### config.mk
export PLATFORM = sky130hd
export DESIGN_NAME = rx_des
export DESIGN_NICKNAME = d
export VERILOG_FILES = /design/src/rtl/cd_pkg.sv /design/src/rtl/crc16_byte.sv /design/src/rtl/rx_des.sv
export SDC_FILE = /design/constraint.sdc
export NUM_CORES = 1
export LEC_CHECK = 0
export CORE_UTILIZATION = 35
export DETAILED_ROUTE_END_ITERATION = 6
export PLACE_DENSITY = 0.66
export SLEW_MARGIN = 30
export SYNTH_ARGS = -nofsm -noshare
export SYNTH_HDL_FRONTEND = slang
export SYNTH_SLANG_ARGS = --single-unit
export TNS_END_PERCENT = 1
### constraint.sdc
create_clock -name clk -period 3.5 [get_ports clk]
set_input_delay 1.05 -clock clk [delete_from_list [all_inputs] [get_ports clk]]
set_output_delay 1.05 -clock clk [all_outputs]
set_load 0.005 [all_outputs]
### src/rtl/cd_pkg.sv
// Shared definitions for the bus deserializer and serializer: CRC constants,
// one-hot receive FSM encodings and the default idle gap length.
package cd_pkg;

  localparam logic [15:0] CRC16_INIT = 16'hFFFF;
  localparam logic [15:0] CRC16_POLY = 16'hA001;

  localparam logic [7:0] IDLE_LEN_DEFAULT = 8'd10;

  typedef enum logic [4:0] {
    ST_WAIT_IDLE = 5'b00001,
    ST_IDLE      = 5'b00010,
    ST_START     = 5'b00100,
    ST_DATA      = 5'b01000,
    ST_STOP      = 5'b10000
  } rx_state_t;

endpackage

### src/rtl/crc16_byte.sv
// Combinational byte-wise Modbus CRC16 update (reflected polynomial, LSB first).
// Shared with the transmit serializer.
module crc16_byte
  import cd_pkg::*;
(
  input  logic [15:0] crc_in,
  input  logic [7:0]  byte_in,
  output logic [15:0] crc_out
);

  // Fold the byte into the low CRC bits, then run eight reflected shift steps.
  always_comb begin
    crc_out = crc_in ^ {8'h00, byte_in};
    for (int i = 0; i < 8; i++) begin
      if (crc_out[0]) crc_out = (crc_out >> 1) ^ CRC16_POLY;
      else            crc_out = crc_out >> 1;
    end
  end

endmodule

### src/rtl/rx_des.sv
// UART-style 8N1 bit deserializer feeding rx_bytes. Oversamples the
// synchronized line, keeps a running Modbus CRC16 per frame and flags bus
// idle after idle_len quiet bit times.
// Optional: define RX_GLITCH_FILTER_EN to insert a 3-tap majority filter on
// the synchronized line (two extra cycles of latency, rejects 1-cycle pulses).
module rx_des
  import cd_pkg::*;
#(
  parameter int DIV_LS_W = 16,
  parameter int IDLE_W   = 8
) (
  input  logic                clk,
  input  logic                reset,
  input  logic                rx,
  input  logic [DIV_LS_W-1:0] div_ls,
  input  logic [IDLE_W-1:0]   idle_len,
  input  logic                force_wait_idle,
  output logic                bus_idle,
  output logic [7:0]          data,
  output logic [15:0]         crc_data,
  output logic                data_clk,
  output logic                frame_err
);

  logic rx_m;
  logic rx_s;
  logic rx_l;
  logic rx_prev;
  logic fall;

  logic [DIV_LS_W-1:0] div_cnt;
  logic                bit_tick;

  logic [IDLE_W-1:0] idle_cnt;
  logic [IDLE_W-1:0] idle_inc;
  logic [IDLE_W-1:0] idle_thr;
  logic              idle_partial;

  rx_state_t  state;
  logic [2:0] bit_cnt;
  logic [7:0] shift;
  logic [15:0] crc_next;

  // Two-flop synchronizer; idles high so reset does not fake a start edge.
  always_ff @(posedge clk or posedge reset) begin
    if (reset) begin
      rx_m <= 1'b1;
      rx_s <= 1'b1;
    end else begin
      rx_m <= rx;
      rx_s <= rx_m;
    end
  end

`ifdef RX_GLITCH_FILTER_EN
  logic tap1;
  logic tap2;
  logic rx_f;

  // Majority of the last three synchronized samples, registered.
  always_ff @(posedge clk or posedge reset) begin
    if (reset) begin
      tap1 <= 1'b1;
      tap2 <= 1'b1;
      rx_f <= 1'b1;
    end else begin
      tap1 <= rx_s;
      tap2 <= tap1;
      rx_f <= (rx_s & tap1) | (rx_s & tap2) | (tap1 & tap2);
    end
  end

  assign rx_l = rx_f;
`else
  assign rx_l = rx_s;
`endif

  // Previous line level for falling-edge detection.
  always_ff @(posedge clk or posedge reset) begin
    if (reset) rx_prev <= 1'b1;
    else       rx_prev <= rx_l;
  end

  assign fall     = rx_prev & ~rx_l;
  assign bit_tick = (div_cnt == div_ls);
  assign idle_inc = idle_cnt + 1'b1;
  assign idle_thr = (idle_len == '0) ? IDLE_W'(1) : idle_len;

  // Idle gap counter: counts whole high bit times; the first tick after the
  // line rises covers only a partial bit and is skipped, so bus_idle can never
  // coincide with the data_clk of the stop-bit midpoint.
  always_ff @(posedge clk or posedge reset) begin
    if (reset) begin
      idle_cnt     <= '0;
      idle_partial <= 1'b0;
      bus_idle     <= 1'b0;
    end else if (force_wait_idle || !rx_l) begin
      idle_cnt     <= '0;
      idle_partial <= 1'b1;
      bus_idle     <= 1'b0;
    end else if (bit_tick && idle_partial) begin
      idle_partial <= 1'b0;
      bus_idle     <= (idle_cnt >= idle_thr);
    end else if (bit_tick && (idle_cnt < idle_thr)) begin
      idle_cnt <= idle_inc;
      bus_idle <= (idle_inc >= idle_thr);
    end else begin
      bus_idle <= (idle_cnt >= idle_thr);
    end
  end

  crc16_byte u_crc (
    .crc_in  (crc_data),
    .byte_in (shift),
    .crc_out (crc_next)
  );

  // Receive FSM with bit timer, shift register and registered outputs.
  always_ff @(posedge clk or posedge reset) begin
    if (reset) begin
      state     <= ST_WAIT_IDLE;
      div_cnt   <= '0;
      bit_cnt   <= '0;
      shift     <= '0;
      data      <= '0;
      crc_data  <= CRC16_INIT;
      data_clk  <= 1'b0;
      frame_err <= 1'b0;
    end else begin
      data_clk  <= 1'b0;
      frame_err <= 1'b0;
      div_cnt   <= bit_tick ? '0 : div_cnt + 1'b1;
      if (bus_idle) crc_data <= CRC16_INIT;

      if (force_wait_idle) begin
        state <= ST_WAIT_IDLE;
      end else begin
        case (state)
          ST_WAIT_IDLE: begin
            if (bus_idle) state <= ST_IDLE;
          end
          ST_IDLE: begin
            if (fall) begin
              div_cnt <= '0;
              state   <= ST_START;
            end
          end
          ST_START: begin
            if (div_cnt == (div_ls >> 1)) begin
              if (rx_l) begin
                state <= ST_IDLE;
              end else begin
                div_cnt <= '0;
                bit_cnt <= '0;
                state   <= ST_DATA;
              end
            end
          end
          ST_DATA: begin
            if (bit_tick) begin
              shift   <= {rx_l, shift[7:1]};
              bit_cnt <= bit_cnt + 1'b1;
              if (bit_cnt == 3'd7) state <= ST_STOP;
            end
          end
          ST_STOP: begin
            if (bit_tick) begin
              if (rx_l) begin
                data     <= shift;
                crc_data <= crc_next;
                data_clk <= 1'b1;
                state    <= ST_IDLE;
              end else begin
                frame_err <= 1'b1;
                state     <= ST_WAIT_IDLE;
              end
            end
          end
          default: state <= ST_WAIT_IDLE;
        endcase
      end
    end
  end

endmodule

==> results.yml, run 1 <==
synthesis:
  ys_seq_elements: 71
  synth-xor-area-share: 0.157
  ys_types: 53
  synth_edf_count: 0
  synthArstFlopShare: 1.00
  ys_seq_area_frac: 0.422
  synth_adder_area_share: 0.0586
  netlist_instances: 416
  synth_simple_gate_area_share: 0.167
  muxShareOfSynthArea: 0.0671
  yosys_warnings: 0
  ys.flop_type: "dfrtp_1"
  synth_compound_area_frac: 0.0876
  synth_nets: 464
  synth_top_family_by_area: "simple AND/OR/NAND/NOR gates"
  synth_area_per_cell_sq_um: 10.3
  syn_area_sq_mm: 0.00427
critical_path:
  cpMaxStageDelayCell: "clkdlybuf4s50_1"
  crit_required_ps: 3740
  r2r_slack_ps: 1150
  timing.rr.end: "crc_data[9]"
  crit_end: "idle_cnt[4]"
  r2r_start: "div_cnt[5]"
  r2r_cells: 9
  critPathLaunchType: "input port"
  slowest_delay_ps: 450
  cp_cell_sequence: "clkdlybuf4s50_1, nor4_1, a41o_1, ha_1, nor2b_1, o21a_1, o21ai_0, a21oi_1, nor4_1, mux2i_1"
  crit_family: "compound AO/OA/AOI/OAI gates"
  cp-end-kind: "register"
  critPathKind: "in2reg"
  crit_path_frequent_cell: "nor4_1"
  cp_max_fo: 7
  arrival_ps: 3450
  crit_cells: 10
  crit_start: "idle_len[1]"
  cp_num_buf_inv: 1
timing:
  whs_ps: 354
  fin_skew_ps: 6.93
  fin_crit_sh: 0.918
  period_minus_slack_ps: 3210
  hold_viol: 0
  maxSlewHeadroom: 0.638
  tightest_slew_ps: 544
  fin_ws_ps: 288
  fmax_ghz: 0.311
  maxSlewViolCount: 0
  setup_viol: 0
  rsz0062_at_grt: "true"
global_route:
  grt_pass1_vias: 3215
  grt_util_all_layers: 0.154
  antenna_found_initial: 0
  grt_max_degree: 38
  grt.overflow.total: 0
  grt_pass1_wl_mm: 15.6
cts:
  cts_setup_buffers: 0
  cts_tree: "built"
  clkSlewWorstSetupHoldPaths_ps: 50
  numCtsBuffers: 9
  clk_path_buf_depth: 2
  hold_buffers: 0
  clk-insertion-delay-late_ps: 330
  clock-sinks: 71
  cts_resized: 0
  cts-root-buf: "clkbuf_16"
  h-tree-depth: 3
place:
  gp_congestion: 0.873
  dp_slack_ps: -94.6
  portBuffers: 54
  dpl.hpwl_mm: 6.82
floorplanning:
  row_count: 39
  design.die.area_sq_mm: 0.0127
  core_sq_mm: 0.0117
  start_util: 0.366
  num_io_pins: 55
  dieHeight_um: 112
  fp.dieW_um: 112
pwr:
  power.leakage_nw: 2.38
  ir_worst_vdd_mv: 0.220
  pwr_density_cell_mw_per_mm2: 401
  power_mw: 2.12
detailed_routing:
  antenna_left: 0
  finalWirelength_mm: 8.92
  vias: 3150
  avgViaCountPerCell: 5.10
  remaining_drc_errors: 0
  first_pass_iters: 4
  wl_per_cell_um: 14.4
  dr.first_iter.drc_count: 152
flow_run:
  maxCapViolCount: 0
cells_and_area:
  drive_gt1_frac: 0.158
  antennaDiodeCount: 0
  syn2layout_area_growth_pct: 23.7
  nets: 518
worst_hold_path:
  min-delay-start: "rx_m"
  min_path_type: "reg2reg"
status:
  status: "finished, final reports clean"
## layout make-up
class	instances	area (sq um)
Fill cell	1090	6380
Inverter	21	78.8
Sequential cell	71	1800
Clock buffer	10	239
Clock inverter	6	41.3
Multi-Input combinational cell	305	2310
Timing Repair Buffer	62	638
Tap cell	143	179
## cells in the mapped netlist (4+ instances only)
master    instances  area share
a211o_1           4      0.0082
a21o_1            4      0.0070
a21oi_1          18       0.021
and3_1            5      0.0073
buf_2             5      0.0059
clkbuf_1         10      0.0088
dfrtp_1          51        0.30
dfstp_2          20        0.12
ha_1             20       0.059
inv_1            21       0.018
mux2_2            9       0.024
mux2_4            7       0.025
mux2i_1           8       0.019
nand2_1          22       0.019
nand3_1           9       0.011
nand3b_1          4      0.0070
nand4_1          10       0.015
nor2_1           32       0.028
nor3_1           13       0.015
nor4_1           12       0.018
o21ai_0          10       0.012
or2_2             7       0.010
xnor2_1          39       0.080
xor2_1           35       0.072
## stage by stage
step	setup TNS, ps	util	cell area [sq um]	cells
finish	0	0.453	5290	618
global route	-68.5	0.453	5290	618
CTS	0	0.453	5280	618
detailed placement	-147	0.429	5000	602
global placement	0	0.429	5000	602
floorplan	0	-	4270	416
## worst min path at each step
| stage | end | slack [ps] | depth (start not counted) |
|---|---|---|---|
| after global routing | rx_l | 360 | 0 |
| final | rx_l | 350 | 0 |
| after floorplan | rx_l | 350 | 0 |
| after CTS | rx_l | 360 | 0 |
| after detailed placement | rx_l | 350 | 0 |
| after global placement | rx_l | 350 | 0 |
## cell families after synthesis
kind of cell               after synthesis
AOI/OAI and AO/OA                       55
and+or+nand+nor                        131
muxes                                   24
DFF                                     71
adders and majority gates               20
xor gates and xnor gates                75
buffers and inverters                   40
## worst reg2reg max path, stage by stage, from the launching register on
cell     delay [ps]
dfrtp_1         440
xor2_1          170
nor4_1          480
nand4_2         160
buf_4           220
nor3_4          200
buf_12          190
buf_4           210
nor3_1           60
a21oi_1         140
## flip-flops by register name, summed over array words and instances, names as in the netlist
| name | flops |
|---|---|
| bus_idle | 1 |
| bit_cnt | 3 |
| data | 8 |
| shift | 8 |
| data_clk | 1 |
| rx_prev | 1 |
| idle_cnt | 8 |
| frame_err | 1 |
| state | 5 |
| idle_partial | 1 |
| crc_data | 16 |
| rx_m | 1 |
| rx_l | 1 |
| div_cnt | 16 |
## placed cells by master (no fill, tap or decap), drive strengths merged, types with 11 or more instances in the layout
| cell type | Yosys | layout |
|---|---|---|
| clkdlybuf4s50 | 0 | 54 |
| dfrtp | 51 | 51 |
| xnor2 | 39 | 39 |
| xor2 | 35 | 35 |
| nor2 | 32 | 32 |
| inv | 21 | 24 |
| nand2 | 22 | 22 |
| ha | 20 | 20 |
| dfstp | 20 | 20 |
| a21oi | 18 | 18 |
| mux2 | 16 | 16 |
| nor3 | 14 | 14 |
| nor4 | 14 | 14 |
| nand4 | 11 | 11 |
## power by group
group / internal (mW) / switching [mW] / leakage (nW) / total (mW)
Combinational: 0.168 / 0.139 / 1.34 / 0.307
Sequential: 0.883 / 0.0846 / 0.907 / 0.967
Clock: 0.501 / 0.343 / 0.140 / 0.844
## layer usage
layer,vias to the layer above,GRT usage,share of wire,routed length [um]
li1,1563,-,-,-
met1,1524,0.205,0.48,4260
met2,55,0.252,0.48,4280
met3,8,0.0356,0.032,284
met4,0,0.0453,0.010,89
met5,-,0,0,0
Note: power is estimated with default switching activity, not from simulation.
==> run 2, diff against run 1 <==
--- a/config.mk
+++ b/config.mk
@@ -5,9 +5,11 @@
 export SDC_FILE = /design/constraint.sdc
 export NUM_CORES = 1
 export LEC_CHECK = 0
+export ABC_AREA = 1
 export CORE_UTILIZATION = 35
+export CTS_CLUSTER_SIZE = 14
 export DETAILED_ROUTE_END_ITERATION = 6
-export PLACE_DENSITY = 0.66
+export PLACE_DENSITY = 0.65
 export SLEW_MARGIN = 30
 export SYNTH_ARGS = -nofsm -noshare
 export SYNTH_HDL_FRONTEND = slang
==> results.yml, run 2 <==
status:
  status: "finished, final reports clean"
synthesis:
  netlist_instances: 598
  synthTopCellsByCount: "152 x nand2_1, 87 x inv_1, 63 x nor2_1"
  synthArstFlopShare: 1.00
  yosys_warnings: 0
  ys.flop_type: "dfrtp_1"
  synth_nets: 646
  ys_seq_area_frac: 0.399
  synth_top_area_share: 0.282
  post-synth-top-count-cell: "nand2_1"
  ys_seq_elements: 71
  syn_area_sq_mm: 0.00452
  synth_edf_count: 0
  synth_area_leaders: "dfrtp_1 28%, nand2_1 13%, dfstp_2 12%"
  ys_types: 42
  synth_top_cell_by_area: "dfrtp_1"
  synth_area_per_cell_sq_um: 7.56
timing:
  hold_viol: 0
  setup_viol: 0
  fin_skew_ps: 7.32
  rsz0062_at_grt: "false"
  maxSlewHeadroom: 0.684
  tightest_slew_ps: 471
  final.setup.tns_ps: 0
  period_minus_slack_ps: 2860
  maxSlewViolCount: 0
  fin_crit_sh: 0.817
  fmax_ghz: 0.350
floorplanning:
  design.die.area_sq_mm: 0.0134
  core_sq_mm: 0.0126
  fp.dieW_um: 116
  row_count: 41
  num_io_pins: 55
  dieHeight_um: 116
  start_util: 0.358
cts:
  clkSlewWorstSetupHoldPaths_ps: 60
  hold_buffers: 0
  numCtsBuffers: 9
  cts_tree: "built"
  h-tree-depth: 3
  cts-root-buf: "clkbuf_16"
  clk_path_buf_depth: 2
  clock-sinks: 71
  cts_setup_buffers: 0
  clk-insertion-delay-late_ps: 330
  cts_resized: 0
detailed_routing:
  remaining_drc_errors: 0
  avgViaCountPerCell: 4.69
  antenna_left: 0
  finalWirelength_mm: 10.1
  first_pass_iters: 4
  wl_per_cell_um: 12.1
  dr.first_iter.drc_count: 244
  vias: 3894
cells_and_area:
  syn2layout_area_growth_pct: 21.5
  reg_top3: "crc_data: 16 flops, div_cnt: 16 flops"
  layout_commonest_cell: "nand2_1"
  final_cell_mix: "152 x nand2_1, 86 x inv_1, 63 x nor2_1"
  nets: 702
  drive_gt1_frac: 0.0789
  antennaDiodeCount: 0
pwr:
  pwr_density_cell_mw_per_mm2: 440
  power_mw: 2.42
  power.leakage_nw: 2.67
  ir_worst_vdd_mv: 0.216
global_route:
  grt_max_degree: 72
  grt_pass1_wl_mm: 17.5
  grt_pass1_vias: 3757
  antenna_found_initial: 0
  grt.overflow.total: 0
  grt_util_all_layers: 0.166
place:
  portBuffers: 54
  gp_congestion: 0.877
  dpl.hpwl_mm: 7.69
critical_path:
  cp_num_buf_inv: 1
  cp-end-kind: "register"
  cpMaxStageDelayCell: "clkdlybuf4s50_1"
  crit_required_ps: 3760
  arrival_ps: 3120
  slowest_delay_ps: 440
  critPathLaunchType: "input port"
  cp_max_fo: 10
  cp_cell_sequence: "clkdlybuf4s50_1, nor4_1, a41o_1, ha_1, nor2_1, o21bai_1, a21oi_1, nor2_1, nand3_4, nor2_4, nand2_1, nand2_1"
  critPathKind: "in2reg"
  crit_family: "simple AND/OR/NAND/NOR gates"
worst_hold_path:
  min_path_type: "reg2reg"
flow_run:
  maxCapViolCount: 0
[run 2: cells by family (layout without fill, tap and decap cells)]
logic type                 after synthesis  after routing  synth area share
AOI/OAI and AO/OA                       65             65            0.0783
xor gates and xnor gates                42             42            0.0814
adders and majority gates               20             20            0.0554
buffers and inverters                  102            163            0.0941
DFF                                     71             71             0.399
and+or+nand+nor                        298            298             0.292
[run 2: stage by stage]
step	setup slack, ps	util	std cells	area, sq um	hold WS [ps]
3_5_place_dp	307	0.414	815	5230	347
2_1_floorplan	687	-	598	4520	345
6_report	641	0.435	831	5490	355
3_3_place_gp	385	0.414	815	5230	346
4_1_cts	654	0.435	831	5490	355
5_1_grt	426	0.435	831	5490	365
[run 2: final cells by class]
cell class,instances,area [sq um]
fill,1322,7130
multi-input combinational,425,2290
sequential,71,1800
timing repair buffer,57,576
inverter,90,343
clock buffer,15,258
tap,172,215
clock inverter,1,5.00
[run 2: path summary, 6_finish.rpt]
path,end,slack [ps],cells past startpoint,startpoint
setup / recovery,idle_cnt[2],640,12,idle_len[5]
hold / removal,rx_l,350,0,rx_m
setup reg to reg,bus_idle,1290,12,idle_cnt[2]
hold reg to reg,rx_l,350,0,rx_m
max in group asynchronous,crc_data[14],2030,3,reset
min in group asynchronous,div_cnt[0],1130,3,reset
[run 2: power breakdown]
part | internal, mW | total, mW | switching, mW | leakage (nW)
Sequential | 0.930 | 1.04 | 0.114 | 0.898
Combinational | 0.243 | 0.553 | 0.310 | 1.64
Clock | 0.499 | 0.820 | 0.321 | 0.128
[run 2: per-layer routing]
| layer | global-route usage | share of wire |
|---|---|---|
| met2 | 0.283 | 0.46 |
| met5 | 0 | 0 |
| met3 | 0.0345 | 0.043 |
| met1 | 0.212 | 0.49 |
| met4 | 0.0513 | 0.010 |
==> run 3, diff against run 2 <==
--- a/config.mk
+++ b/config.mk
@@ -9,7 +9,7 @@
 export CORE_UTILIZATION = 35
 export CTS_CLUSTER_SIZE = 14
 export DETAILED_ROUTE_END_ITERATION = 6
-export PLACE_DENSITY = 0.65
+export PLACE_DENSITY = 0.67
 export SLEW_MARGIN = 30
 export SYNTH_ARGS = -nofsm -noshare
 export SYNTH_HDL_FRONTEND = slang
==> constraint.sdc (replaced) <==
create_clock -name clk -period 2.3 [get_ports clk]
set_input_delay 0.69 -clock clk [delete_from_list [all_inputs] [get_ports clk]]
set_output_delay 0.69 -clock clk [all_outputs]
set_load 0.005 [all_outputs]
==> results.yml, run 3 (synthesis gave the netlist of run 2 again) <==
status:
  status: "finished, final reports clean"
timing:
  fin_skew_ps: 5.64
  fin_crit_sh: 0.988
  maxSlewHeadroom: 0.735
  final.setup.tns_ps: 0
  period_minus_slack_ps: 2270
  tightest_slew_ps: 396
  setup_viol: 0
  hold_viol: 0
  fin_ws_ps: 27.3
  maxSlewViolCount: 0
  fmax_ghz: 0.440
  rsz0062_at_grt: "true"
  whs_ps: 356
global_route:
  top_usage_layer: "met2"
  grtUsageMet2: 0.293
  grt_max_degree: 72
  grt_util_all_layers: 0.170
  grt_pass1_wl_mm: 17.9
  antenna_found_initial: 0
  grt_pass1_vias: 4000
  grt_use_met1: 0.212
  use_met3: 0.0246
  grt.overflow.total: 0
pwr:
  power_switching_mw: 1.18
  clkPwrFrac: 0.366
  power_frac_comb: 0.231
  power.internal_mw: 2.75
  pwr_density_cell_mw_per_mm2: 672
  power_mw: 3.93
  power.leakage_nw: 2.90
  swShare: 0.301
  seqPwrFrac: 0.403
  ir_worst_vdd_mv: 0.365
cells_and_area:
  multiInputGateArea_sq_mm: 0.00237
  drive_gt1_frac: 0.136
  layout_commonest_cell: "nand2_1"
  nFillCells: 1249
  nets: 729
  reg_top3: "crc_data: 16 flops, div_cnt: 16 flops"
  ff_latch_area_sq_mm: 0.00180
  syn2layout_area_growth_pct: 29.4
  final_area_sq_mm: 0.00585
  final_cell_mix: "150 x nand2_1, 86 x inv_1, 62 x nor2_1"
  antennaDiodeCount: 0
place:
  gp_congestion: 0.876
  dp_slack_ps: -591
  place_area_sq_mm: 0.00542
  portBuffers: 54
  dpl.hpwl_mm: 7.84
floorplanning:
  dieHeight_um: 116
  row_count: 41
  design.die.area_sq_mm: 0.0134
  fp.dieW_um: 116
  start_util: 0.358
  core_sq_mm: 0.0126
  num_io_pins: 55
worst_hold_path:
  min-delay-start: "rx_m"
  hold_path_end: "rx_l"
  min_path_type: "reg2reg"
  min_path_cells: 0
detailed_routing:
  antenna_left: 0
  dr.first_iter.drc_count: 228
  vias: 4083
  wl_per_cell_um: 12.4
  avgViaCountPerCell: 4.76
  finalWirelength_mm: 10.7
  first_pass_iters: 6
  remaining_drc_errors: 0
critical_path:
  r2r_start: "idle_cnt[0]"
  crit_required_ps: 2570
  cp-end-kind: "register"
  arrival_ps: 2550
  r2r_slack_ps: 130
  critPathLaunchType: "input port"
  timing.rr.end: "bus_idle"
  critPathKind: "in2reg"
  r2r_cells: 12
  cp_max_fo: 6
cts:
  clkSlewWorstSetupHoldPaths_ps: 60
  cts-root-buf: "clkbuf_16"
  cts_tree: "built"
  clk_path_buf_depth: 2
  h-tree-depth: 3
  clock-sinks: 71
  numCtsBuffers: 9
  clk-insertion-delay-late_ps: 340
flow_run:
  maxCapViolCount: 0
run 3: cell count changes in the layout (fill, tap and decap cells not counted), moves of 3 or more:
cell,before,now
dlygate4sd2_1,0,3
buf_4,2,24
dlymetal6s2s_1,0,5
clkbuf_1,5,1
clkdlybuf4s50_1,54,46
run 3: worst max-delay path by stage:
stage                     slack, ps   startpoint     endpoint
after floorplan                 120  idle_len[5]     bus_idle
after global placement         -450  idle_len[5]  idle_cnt[2]
after detailed placement       -590  idle_len[5]  idle_cnt[1]
after CTS                         5  idle_len[5]  idle_cnt[1]
after global routing           -100  idle_len[5]  idle_cnt[1]
final                            30  idle_len[5]  idle_cnt[1]
run 3: layout make-up:
| class | instances | share of cell area |
|---|---|---|
| sequential | 71 | 0.308 |
| multi-input combinational | 427 | 0.406 |
| inverter | 90 | 0.0593 |
| tap | 172 | 0.0368 |
| clock buffer | 13 | 0.0462 |
| clock inverter | 3 | 0.00685 |
| timing repair buffer | 82 | 0.137 |
run 3: per-stage QoR:
| step | utilization | cells |
|---|---|---|
| final | 0.463 | 858 |
| after global routing | 0.463 | 858 |
| after CTS | 0.458 | 857 |
| after detailed placement | 0.430 | 837 |
| after global placement | 0.430 | 837 |
| after floorplan | - | 598 |
run 3: what timing repair did:
action / in CTS / in global routing
setup endpoints to repair: 9 / 52
pin swaps: 5 / 10
hold buffers: 0 / 0
gates cloned: 2 / 0
buffers inserted: 2 / 1
gates resized for setup: 6 / 17
run 3: worst max-delay path: stages:
cell and delay [ps]:
clkdlybuf4s50_1 430, nor4_2 150, a41o_1 230, ha_1 150
nor2_1 40, o21bai_1 170, a21oi_2 100, nor2_4 140
nand3_4 140, nor2_4 170, nand2_1 70, nand2_1 60
run 3: layer usage:
layer | wire [um] | vias up
met3 | 424 | 17
met2 | 5180 | 92
met5 | 0 | -
met1 | 4850 | 1904
li1 | - | 2070
met4 | 199 | 0
run 3: power groups by stage:
stage	Clock, mW	Combinational, mW	Sequential (mW)
floorplan	0	0.662	1.55
global placement	0	0.859	1.59
detailed placement	0	0.891	1.60
CTS	1.46	0.897	1.58
global route	1.52	1.05	1.61
finish	1.44	0.908	1.58
